==> config.mk <==
export PLATFORM = sky130hd
export DESIGN_NAME = np_exp_prep
export DESIGN_NICKNAME = d
export VERILOG_FILES = /design/src/rtl/np_exp_pkg.sv /design/src/rtl/np_shift_dly.sv /design/src/rtl/np_exp_prep.sv
export SDC_FILE = /design/constraint.sdc
export NUM_CORES = 1
export LEC_CHECK = 0
export CORE_MARGIN = 1.5
export CORE_UTILIZATION = 43
export CTS_CLUSTER_DIAMETER = 60
export CTS_CLUSTER_SIZE = 28
export DETAILED_ROUTE_END_ITERATION = 7
export GPL_TIMING_DRIVEN = 0
export SLEW_MARGIN = 20
export SYNTH_ARGS = -nofsm -noshare
export SYNTH_HDL_FRONTEND = slang
export SYNTH_SLANG_ARGS = --single-unit
==> constraint.sdc <==
create_clock -name clk -period 6.65 [get_ports clk]
set_clock_uncertainty 0.15 [all_clocks]
set_input_delay 0.9975 -clock clk [delete_from_list [all_inputs] [get_ports clk]]
set_output_delay 0.9975 -clock clk [all_outputs]
set_load 0.05 [all_outputs]
==> src/rtl/np_exp_pkg.sv <==
// np_exp_pkg: Q16.16 constants and k typing shared by np_exp_prep and the CORDIC exp stage chain.
package np_exp_pkg;

    localparam int unsigned NP_DATA_WIDTH = 32;
    localparam int unsigned NP_FRAC_BITS  = 16;
    localparam logic [31:0] NP_INV_LN2    = 32'd94548;
    localparam logic [31:0] NP_LN2        = 32'd45426;
    localparam logic [31:0] NP_X_INIT     = 32'd79135;
    localparam int unsigned NP_K_W        = 8;

    typedef logic signed [NP_K_W-1:0] k_t;

    typedef enum logic [1:0] {
        CLAMP_NONE = 2'd0,
        CLAMP_HI   = 2'd1,
        CLAMP_LO   = 2'd2
    } clamp_e;

endpackage

==> src/rtl/np_shift_dly.sv <==
// np_shift_dly: DEPTH-stage data+valid shift register; every stage clears on synchronous reset.
module np_shift_dly #(
    parameter int unsigned WIDTH = 8,
    parameter int unsigned DEPTH = 16
) (
    input  logic             clk,
    input  logic             rst,
    input  logic             i_valid,
    input  logic [WIDTH-1:0] i_data,
    output logic             o_valid,
    output logic [WIDTH-1:0] o_data
);

    logic [WIDTH-1:0] r_data  [DEPTH];
    logic             r_valid [DEPTH];

    always_ff @(posedge clk) begin
        if (rst) begin
            for (int unsigned i = 0; i < DEPTH; i++) begin
                r_data[i]  <= '0;
                r_valid[i] <= 1'b0;
            end
        end else begin
            r_data[0]  <= i_data;
            r_valid[0] <= i_valid;
            for (int unsigned i = 1; i < DEPTH; i++) begin
                r_data[i]  <= r_data[i-1];
                r_valid[i] <= r_valid[i-1];
            end
        end
    end

    assign o_valid = r_valid[DEPTH-1];
    assign o_data  = r_data[DEPTH-1];

endmodule

==> src/rtl/np_exp_prep.sv <==
// np_exp_prep: 3-stage range reduction z = k*ln2 + r feeding a CORDIC exp chain.
// Define NP_EXP_PREP_KDLY_EN to route k_out/k_valid through a KDLY-deep np_shift_dly.
module np_exp_prep
    import np_exp_pkg::*;
#(
    parameter int unsigned DATA_WIDTH = NP_DATA_WIDTH,
    parameter int unsigned FRAC_BITS  = NP_FRAC_BITS,
    parameter logic [31:0] INV_LN2    = NP_INV_LN2,
    parameter logic [31:0] LN2        = NP_LN2,
    parameter logic [31:0] X_INIT     = NP_X_INIT,
    parameter int          K_MIN      = -15,
    parameter int          K_MAX      = 15,
    parameter int unsigned KDLY       = 16
) (
    input  logic                         clk,
    input  logic                         rst,
    input  logic                         in_valid,
    input  logic signed [DATA_WIDTH-1:0] z_in,
    input  logic                         sat_clr,
    output logic                         out_valid,
    output logic signed [DATA_WIDTH-1:0] x_out,
    output logic signed [DATA_WIDTH-1:0] y_out,
    output logic signed [DATA_WIDTH-1:0] z_out,
    output logic                         k_valid,
    output logic signed [NP_K_W-1:0]     k_out,
    output logic [15:0]                  sat_cnt
);

    localparam int unsigned PW = 2 * DATA_WIDTH;

    localparam logic signed [DATA_WIDTH-1:0] C_INV  = DATA_WIDTH'(INV_LN2);
    localparam logic signed [DATA_WIDTH-1:0] C_LN2  = DATA_WIDTH'(LN2);
    localparam logic signed [DATA_WIDTH-1:0] C_XIN  = DATA_WIDTH'(X_INIT);
    localparam logic signed [PW-1:0]         C_KMIN = PW'(K_MIN);
    localparam logic signed [PW-1:0]         C_KMAX = PW'(K_MAX);

    // stage 1: product z*(1/ln2)
    logic                         r_v1;
    logic signed [DATA_WIDTH-1:0] r_z1;
    logic signed [PW-1:0]         r_prod1;
    logic signed [PW-1:0]         w_prod;

    assign w_prod = PW'(z_in) * PW'(C_INV);

    always_ff @(posedge clk) begin
        if (rst) begin
            r_v1    <= 1'b0;
            r_z1    <= '0;
            r_prod1 <= '0;
        end else begin
            r_v1 <= in_valid;
            if (in_valid) begin
                r_z1    <= z_in;
                r_prod1 <= w_prod;
            end
        end
    end

    // stage 2: floor to integer k, then clamp to the supported exponent range
    logic                         r_v2;
    logic signed [DATA_WIDTH-1:0] r_z2;
    k_t                           r_k2;
    clamp_e                       r_clamp2;
    logic signed [PW-1:0]         w_kr;
    k_t                           w_k;
    clamp_e                       w_clamp;

    assign w_kr = r_prod1 >>> (2 * FRAC_BITS);

    always_comb begin
        w_clamp = CLAMP_NONE;
        w_k     = k_t'(w_kr);
        if (w_kr > C_KMAX) begin
            w_clamp = CLAMP_HI;
            w_k     = k_t'(K_MAX);
        end else if (w_kr < C_KMIN) begin
            w_clamp = CLAMP_LO;
            w_k     = k_t'(K_MIN);
        end
    end

    always_ff @(posedge clk) begin
        if (rst) begin
            r_v2     <= 1'b0;
            r_z2     <= '0;
            r_k2     <= '0;
            r_clamp2 <= CLAMP_NONE;
        end else begin
            r_v2 <= r_v1;
            if (r_v1) begin
                r_z2     <= r_z1;
                r_k2     <= w_k;
                r_clamp2 <= w_clamp;
            end
        end
    end

    // stage 3: residual r = z - k*ln2; clamped samples pin r to the range edge
    logic                         r_ov;
    logic signed [DATA_WIDTH-1:0] r_x;
    logic signed [DATA_WIDTH-1:0] r_y;
    logic signed [DATA_WIDTH-1:0] r_r;
    k_t                           r_k3;
    logic [15:0]                  r_sat_cnt;
    logic signed [DATA_WIDTH-1:0] w_r;
    logic                         w_sat;

    assign w_sat = (r_clamp2 != CLAMP_NONE);

    always_comb begin
        w_r = r_z2 - DATA_WIDTH'(r_k2) * C_LN2;
        if (r_clamp2 == CLAMP_HI) begin
            w_r = C_LN2 - DATA_WIDTH'(1);
        end else if (r_clamp2 == CLAMP_LO) begin
            w_r = '0;
        end
    end

    always_ff @(posedge clk) begin
        if (rst) begin
            r_ov <= 1'b0;
            r_x  <= '0;
            r_y  <= '0;
            r_r  <= '0;
            r_k3 <= '0;
        end else begin
            r_ov <= r_v2;
            if (r_v2) begin
                r_x  <= C_XIN;
                r_y  <= '0;
                r_r  <= w_r;
                r_k3 <= r_k2;
            end
        end
    end

    always_ff @(posedge clk) begin
        if (rst || sat_clr) begin
            r_sat_cnt <= '0;
        end else if (r_v2 && w_sat && (r_sat_cnt != '1)) begin
            r_sat_cnt <= r_sat_cnt + 16'd1;
        end
    end

    assign out_valid = r_ov;
    assign x_out     = r_x;
    assign y_out     = r_y;
    assign z_out     = r_r;
    assign sat_cnt   = r_sat_cnt;

`ifdef NP_EXP_PREP_KDLY_EN
    logic              w_kv_dly;
    logic [NP_K_W-1:0] w_k_dly;

    np_shift_dly #(
        .WIDTH (NP_K_W),
        .DEPTH (KDLY)
    ) u_k_dly (
        .clk     (clk),
        .rst     (rst),
        .i_valid (r_ov),
        .i_data  (r_k3),
        .o_valid (w_kv_dly),
        .o_data  (w_k_dly)
    );

    assign k_valid = w_kv_dly;
    assign k_out   = w_k_dly;
`else
    assign k_valid = r_ov;
    assign k_out   = r_k3;
`endif

endmodule

==> flow_metrics.py, run 1 <==
metrics = {
    "outcome": {
        "status": "finished clean",
    },
    "sta": {
        "timing.hold.ws_ns": 0.301,
        "worst_slew_pin_slew_ns": 0.915,
        "hold_viol": 0,
        "period_share": 0.961,
        "setup_viol": 0,
        "setup_slack_ns": 0.257,
        "slew_headroom": 0.382,
        "final_max_slew_viol_count": 0,
        "fmax_ghz": 0.156,
        "period_minus_slack_ns": 6.39,
    },
    "synthesis": {
        "synth_seq_cells": 152,
        "async_reset_ff_frac": 0,
        "yosysMostFrequentCell": "inv_1",
        "ys_top_cells_by_area": "fa_1 23%, ha_1 19%, dfxtp_1 17%, inv_1 8.4%, mux2i_1 4.9%",
        "netlist_area_um2": 18100,
        "seq_area_frac_synth": 0.168,
        "yosys_warnings": 0,
        "synthXorXnorAreaFrac": 0.0435,
        "syn_avg_cell_area_um2": 9.16,
        "synth_edf_count": 0,
        "ys.flop_type": "dfxtp_1",
        "yosys.area.top_type": "fa_1",
        "synthMuxAreaShare": 0.0492,
        "synth_compound_area_frac": 0.0977,
        "synth.top_cells.by_count": "407 x inv_1, 275 x ha_1, 205 x fa_1",
        "yosys.area_share.simple": 0.103,
        "syn_inst": 1980,
        "synthDistinctLibCells": 88,
        "yosys.area_share.adder": 0.417,
        "synth_top_area_share": 0.226,
        "synth_top_family_by_area": "adder cells",
    },
    "setup_path": {
        "path_buf_inv": 3,
        "crit_chain": "clkdlybuf4s18_2 > fa_1 > ha_1 > inv_1 > fa_1 > inv_1 > fa_1 > fa_1 > fa_1 > ha_1 > a21o_1 > o21bai_1 > a21oi_1 > o21bai_1 > a21oi_1 > a211oi_4 > o41ai_4 > or4b_1 > o311ai_1",
        "worstPathRequired_ns": 6.83,
        "worstPathMaxFanout": 9,
        "cpMaxStageDelayCell": "fa_1",
        "critPathLaunchType": "input pin",
        "critPathKind": "input pin to flop",
        "cp_top_family": "adder cells",
        "cp_common_cell": "fa_1",
        "cp-end-kind": "flop",
        "arrival_ns": 6.57,
        "slowest_delay_ns": 0.53,
    },
    "die": {
        "initial_core_util": 0.434,
        "fp-row-count": 75,
        "core-area_um2": 41800,
        "die_w_um": 208,
        "die_area_um2": 43400,
        "io_pins": 158,
        "die_h_um": 208,
    },
    "placement": {
        "portBuffers": 101,
        "dp_cells": 2673,
        "gp_congestion": 0.883,
        "pre_cts_ws_ns": -0.908,
        "dp_hpwl_um": 35300,
    },
    "flow_run": {
        "maxCapViolCount": 0,
    },
    "global_routing": {
        "grtUsageTotal": 0.205,
        "grt_pass1_vias": 13714,
        "grt_max_degree": 19,
        "antenna_found_initial": 1,
        "grt_overflow": 0,
        "grt_pass1_wl_um": 71400,
    },
    "finish": {
        "syn2layout_area_growth_pct": 14.9,
        "final_core_util": 0.499,
        "fin_cells": 2718,
        "nNetsFinal": 2682,
        "diodes": 0,
        "drive_gt1_frac": 0.0955,
    },
    "min_path": {
        "hold_class": "flop to flop",
    },
    "routing": {
        "vias": 13497,
        "drt-total-wl_um": 42800,
        "wl_per_cell_um": 15.7,
        "dr.pass1.iters": 5,
        "drtAntennaViolNets": 0,
        "initialDrtViolationCount": 555,
        "vias_per_cell": 4.97,
        "drc": 0,
    },
    "cts": {
        "htree_num_levels": 4,
        "clock_latency_ns": 0.43,
        "tritoncts": "yes",
        "cts_buffers": 17,
        "hold_buffers": 0,
        "root_buffer": "clkbuf_16",
        "clock_path_buffers": 2,
        "cts_sinks": 152,
        "clk_pin_slew_ns": 0.07,
    },
    "pwr": {
        "powerDensity_nw_per_um2": 423,
        "p_leak_nw": 10.4,
        "peakVddDrop_v": 0.000342,
        "total_power_w": 0.00882,
    },
}
==> worst min-delay path, delay by kind of cell (launching register included) <==
| family | cells | cell delay (ns) |
|---|---|---|
| AOI/OAI and AO/OA | 1 | 0.05 |
| and+or+nand+nor | 1 | 0.05 |
| DFF | 1 | 0.31 |
==> layer usage <==
metal / part of all wire / vias to the layer above / GRT usage
met3: 0.032 / 32 / 0.0228
met1: 0.47 / 6559 / 0.282
li1: - / 6681 / -
met2: 0.48 / 223 / 0.349
met5: 0.00026 / - / 0
met4: 0.011 / 2 / 0.0383
==> what timing repair did <==
| action | 4_1_cts | 5_1_grt |
|---|---|---|
| endpoints found under the setup margin | 26 | 21 |
| gates resized for setup | 82 | 67 |
| cloned | 0 | 0 |
| pin swaps | 4 | 9 |
| buffers inserted | 4 | 9 |
==> layout make-up <==
type / instances / area, um^2
plain buffers: 109 / 666
clock buffers: 17 / 425
clock inverters: 15 / 176
fillers: 4025 / 20900
inverters: 409 / 1540
multi-input cells: 1363 / 13200
flip-flops and latches: 152 / 3060
well taps: 539 / 674
repair buffers: 114 / 1050
==> registers in the layout (all words and copies together), names as in the netlist, 2 cells and up <==
register and flops:
r_k2 8, sat_cnt 16, k_out 8, r_clamp2 2, r_prod1 18, z_out 32
r_z2 32, r_z1 32
==> report_power, final <==
group,internal (W),switching [W]
combinational,0.00292,0.00385
clock,0.000508,0.000461
sequential,0.00100,0.0000816
==> layout by cell type, fill, tap and decap left out, drive strengths merged, types with 5 or more instances in the layout <==
cell type | netlist | layout
xnor2 | 50 | 50
or3 | 8 | 8
buf | 84 | 108
nor4 | 8 | 8
clkbuf | 25 | 46
conb | 1 | 54
clkdlybuf4s15 | 0 | 5
and3 | 12 | 12
fa | 205 | 205
ha | 275 | 275
a21o | 19 | 19
o21ai | 49 | 49
nor2 | 179 | 179
xor2 | 40 | 40
o41ai | 5 | 5
a22oi | 13 | 13
o21bai | 13 | 13
clkinv | 0 | 8
mux2i | 88 | 88
nand2b | 18 | 18
a31oi | 9 | 9
inv | 409 | 414
nor3 | 16 | 16
nand3 | 28 | 28
o211ai | 5 | 5
and2 | 8 | 8
clkdlybuf4s50 | 0 | 71
a211oi | 17 | 17
o21a | 7 | 7
nand2 | 57 | 57
a21oi | 78 | 78
nor2b | 17 | 17
dfxtp | 152 | 152
nand4 | 17 | 17
==> stage by stage <==
stage	cell area [um^2]	setup TNS, ns
6_report	20800	0
5_1_grt	20800	-0.00977
4_1_cts	20700	0
3_5_place_dp	20000	-16.46
3_3_place_gp	20000	-14.62
2_1_floorplan	18300	0
==> path summary, 6_finish.rpt <==
| check | from | to | slack, ns | cells after the start |
|---|---|---|---|---|
| max | z_in[21] | r_prod1[46] | 0.26 | 19 |
| min | z_out[30] | z_out[30] | 0.30 | 2 |
| max reg2reg | r_k2[5] | z_out[29] | 0.30 | 22 |
| min reg2reg | z_out[30] | z_out[30] | 0.30 | 2 |
==> cell families (layout without fill, tap and decap cells) <==
kind of cell,count (synthesis),after routing
and+or+nand+nor,389,389
muxes,89,89
xor gates and xnor gates,90,90
AOI/OAI and AO/OA,260,260
buffers and inverters,518,664
adders and majority gates,481,481
other,1,54
DFF,152,152
No activity file was read; power rests on OpenSTA's default activity.
==> run 2, diff against run 1 <==
--- a/config.mk
+++ b/config.mk
@@ -5,6 +5,7 @@
 export SDC_FILE = /design/constraint.sdc
 export NUM_CORES = 1
 export LEC_CHECK = 0
+export CAP_MARGIN = 30
 export CORE_MARGIN = 1.5
 export CORE_UTILIZATION = 43
 export CTS_CLUSTER_DIAMETER = 60
==> results of run 2 <==
The final DEF is identical to that of run 1; final timing and power are the same.
==> run 3, diff against run 2 <==
--- a/config.mk
+++ b/config.mk
@@ -6,6 +6,7 @@
 export NUM_CORES = 1
 export LEC_CHECK = 0
 export CAP_MARGIN = 30
+export CORE_ASPECT_RATIO = 1.75
 export CORE_MARGIN = 1.5
 export CORE_UTILIZATION = 43
 export CTS_CLUSTER_DIAMETER = 60
==> run 3 against run 2 <==
  * Core utilization shrank 0.059 points
  * Routed wire length up 4.3%
  * Global-route usage rose by 1.0 points
  * Highest routed layer is now met4
  * Cell count increased by 0.70%
  * First-iteration DRC count shrank 16%
  * Non-clock buffer count grew 3
  * Die area increased by 0.11%
  * Setup slack got worse by 0.050 ns
  * Clock power is 2.8% lower
==> flow_metrics.py, run 3 (same netlist as run 1, synthesis figures left out) <==
metrics = {
    "placement": {
        "portBuffers": 101,
        "dpl_cell_area_um2": 20000,
        "gp_congestion": 0.886,
        "dp_hpwl_um": 37700,
        "pre_cts_ws_ns": -1.01,
    },
    "routing": {
        "dr.pass1.iters": 5,
        "wl_per_cell_um": 16.3,
        "vias": 13640,
        "drt-total-wl_um": 44600,
        "vias_per_cell": 4.98,
        "drc": 0,
        "drtAntennaViolNets": 0,
        "initialDrtViolationCount": 466,
    },
    "setup_path": {
        "rr_worst_depth": 23,
        "worstPathMaxFanout": 6,
        "worstPathRequired_ns": 6.83,
        "reg2reg_to": "z_out[29]",
        "r2r_start": "r_k2[6]",
        "critPathLaunchType": "flop",
        "critPathKind": "flop to flop",
        "arrival_ns": 6.62,
        "cp-end-kind": "flop",
        "reg2reg_slack_ns": 0.21,
    },
    "finish": {
        "multi_input_area_um2": 13200,
        "n_fill_cell": 4096,
        "syn2layout_area_growth_pct": 14.4,
        "nNetsFinal": 2685,
        "final_common_cell": "inv_1",
        "register_area_um2": 3060,
        "final_cell_area_um2": 20700,
        "diodes": 0,
        "drive_gt1_frac": 0.0926,
        "final_cell_mix": "404 x inv_1, 274 x ha_1, 204 x fa_1",
    },
    "pwr": {
        "powerDensity_nw_per_um2": 427,
        "peakVddDrop_v": 0.000320,
        "total_power_w": 0.00886,
        "p_leak_nw": 10.4,
    },
    "global_routing": {
        "grt_overflow": 0,
        "grt_max_degree": 17,
        "grtUsageTotal": 0.215,
        "grt_pass1_vias": 14068,
        "antenna_found_initial": 0,
        "grt_pass1_wl_um": 71800,
    },
    "cts": {
        "htree_num_levels": 4,
        "tritoncts": "yes",
        "clock_latency_ns": 0.45,
        "clk_pin_slew_ns": 0.07,
        "clock_path_buffers": 2,
        "hold_buffers": 0,
        "cts_sinks": 152,
        "cts_buffers": 17,
        "root_buffer": "clkbuf_16",
    },
    "outcome": {
        "status": "finished clean",
    },
    "min_path": {
        "holdPathStages": 2,
        "hold_class": "flop to flop",
        "min_from": "z_out[28]",
        "hold_path_end": "z_out[28]",
    },
    "sta": {
        "fmax_ghz": 0.155,
        "hold_viol": 0,
        "timing.hold.ws_ns": 0.295,
        "setup_viol": 0,
        "slew_headroom": 0.388,
        "setup_slack_ns": 0.207,
        "final_max_slew_viol_count": 0,
        "period_minus_slack_ns": 6.44,
        "worst_slew_pin_slew_ns": 0.917,
        "period_share": 0.969,
        "setup_tns_ns": 0,
    },
    "die": {
        "die_area_um2": 43400,
        "initial_core_util": 0.436,
        "die_h_um": 275,
        "fp-row-count": 99,
        "die_w_um": 158,
        "io_pins": 158,
        "core-area_um2": 41600,
    },
    "flow_run": {
        "maxCapViolCount": 0,
    },
}
run 3: power by group:
part,internal [W],switching (W),leakage (nW),total (W)
Combinational,0.00292,0.00393,8.90,0.00684
Clock,0.000508,0.000433,0.270,0.000942
Sequential,0.00100,0.0000756,1.25,0.00108
Total,0.00443,0.00443,10.4,0.00886
run 3: area by class of cell:
class	count	share of cell area
flip-flops and latches	152	0.148
plain buffers	109	0.0321
inverters	409	0.0744
well taps	555	0.0335
clock buffers	20	0.0220
clock inverters	12	0.00519
multi-input cells	1363	0.635
repair buffers	117	0.0498
run 3: worst max-delay path by stage:
stage	from	to	cells past startpoint
2_1_floorplan	r_k2[5]	z_out[29]	22
3_3_place_gp	z_in[13]	r_prod1[46]	18
3_5_place_dp	z_in[13]	r_prod1[47]	18
4_1_cts	r_k2[6]	z_out[29]	23
5_1_grt	z_in[12]	r_prod1[46]	19
6_report	r_k2[6]	z_out[29]	23
run 3: routing by layer:
| metal | wire [um] | track usage |
|---|---|---|
| met1 | 16600 | 0.227 |
| met2 | 25300 | 0.424 |
| met3 | 864 | 0.0158 |
| met4 | 1840 | 0.0976 |
| met5 | 0 | 0 |
run 3: per-stage QoR:
stage / utilization / instances
3_3_place_gp: 0.481 / 2689
4_1_cts: 0.497 / 2724
2_1_floorplan: - / 2033
6_report: 0.498 / 2737
3_5_place_dp: 0.481 / 2690
5_1_grt: 0.498 / 2737
run 3: worst max-delay path, cell delays in order (launching register included):
cell,delay [ns]
dfxtp_4,0.37
clkinvlp_4,0.11
fa_1,0.53
fa_1,0.60
fa_2,0.48
fa_1,0.55
inv_1,0.04
ha_1,0.34
o21ai_2,0.09
a2111oi_0,0.43
clkbuf_2,0.24
nor4bb_4,0.07
nor2_1,0.13
xnor2_1,0.17
ha_1,0.34
a21oi_2,0.20
and2_1,0.16
nor4b_2,0.19
nand3_1,0.17
a41o_4,0.29
a31o_2,0.25
a21oi_1,0.18
xor2_1,0.16
o21ai_1,0.06
run 3: timing repair:
item | in CTS | in global routing
endpoints found under the hold margin | 0 | 0
pin swaps | 5 | 8
gates cloned | 0 | 0
endpoints found under the setup margin | 27 | 14
resized for setup | 83 | 64
setup buffers | 2 | 12
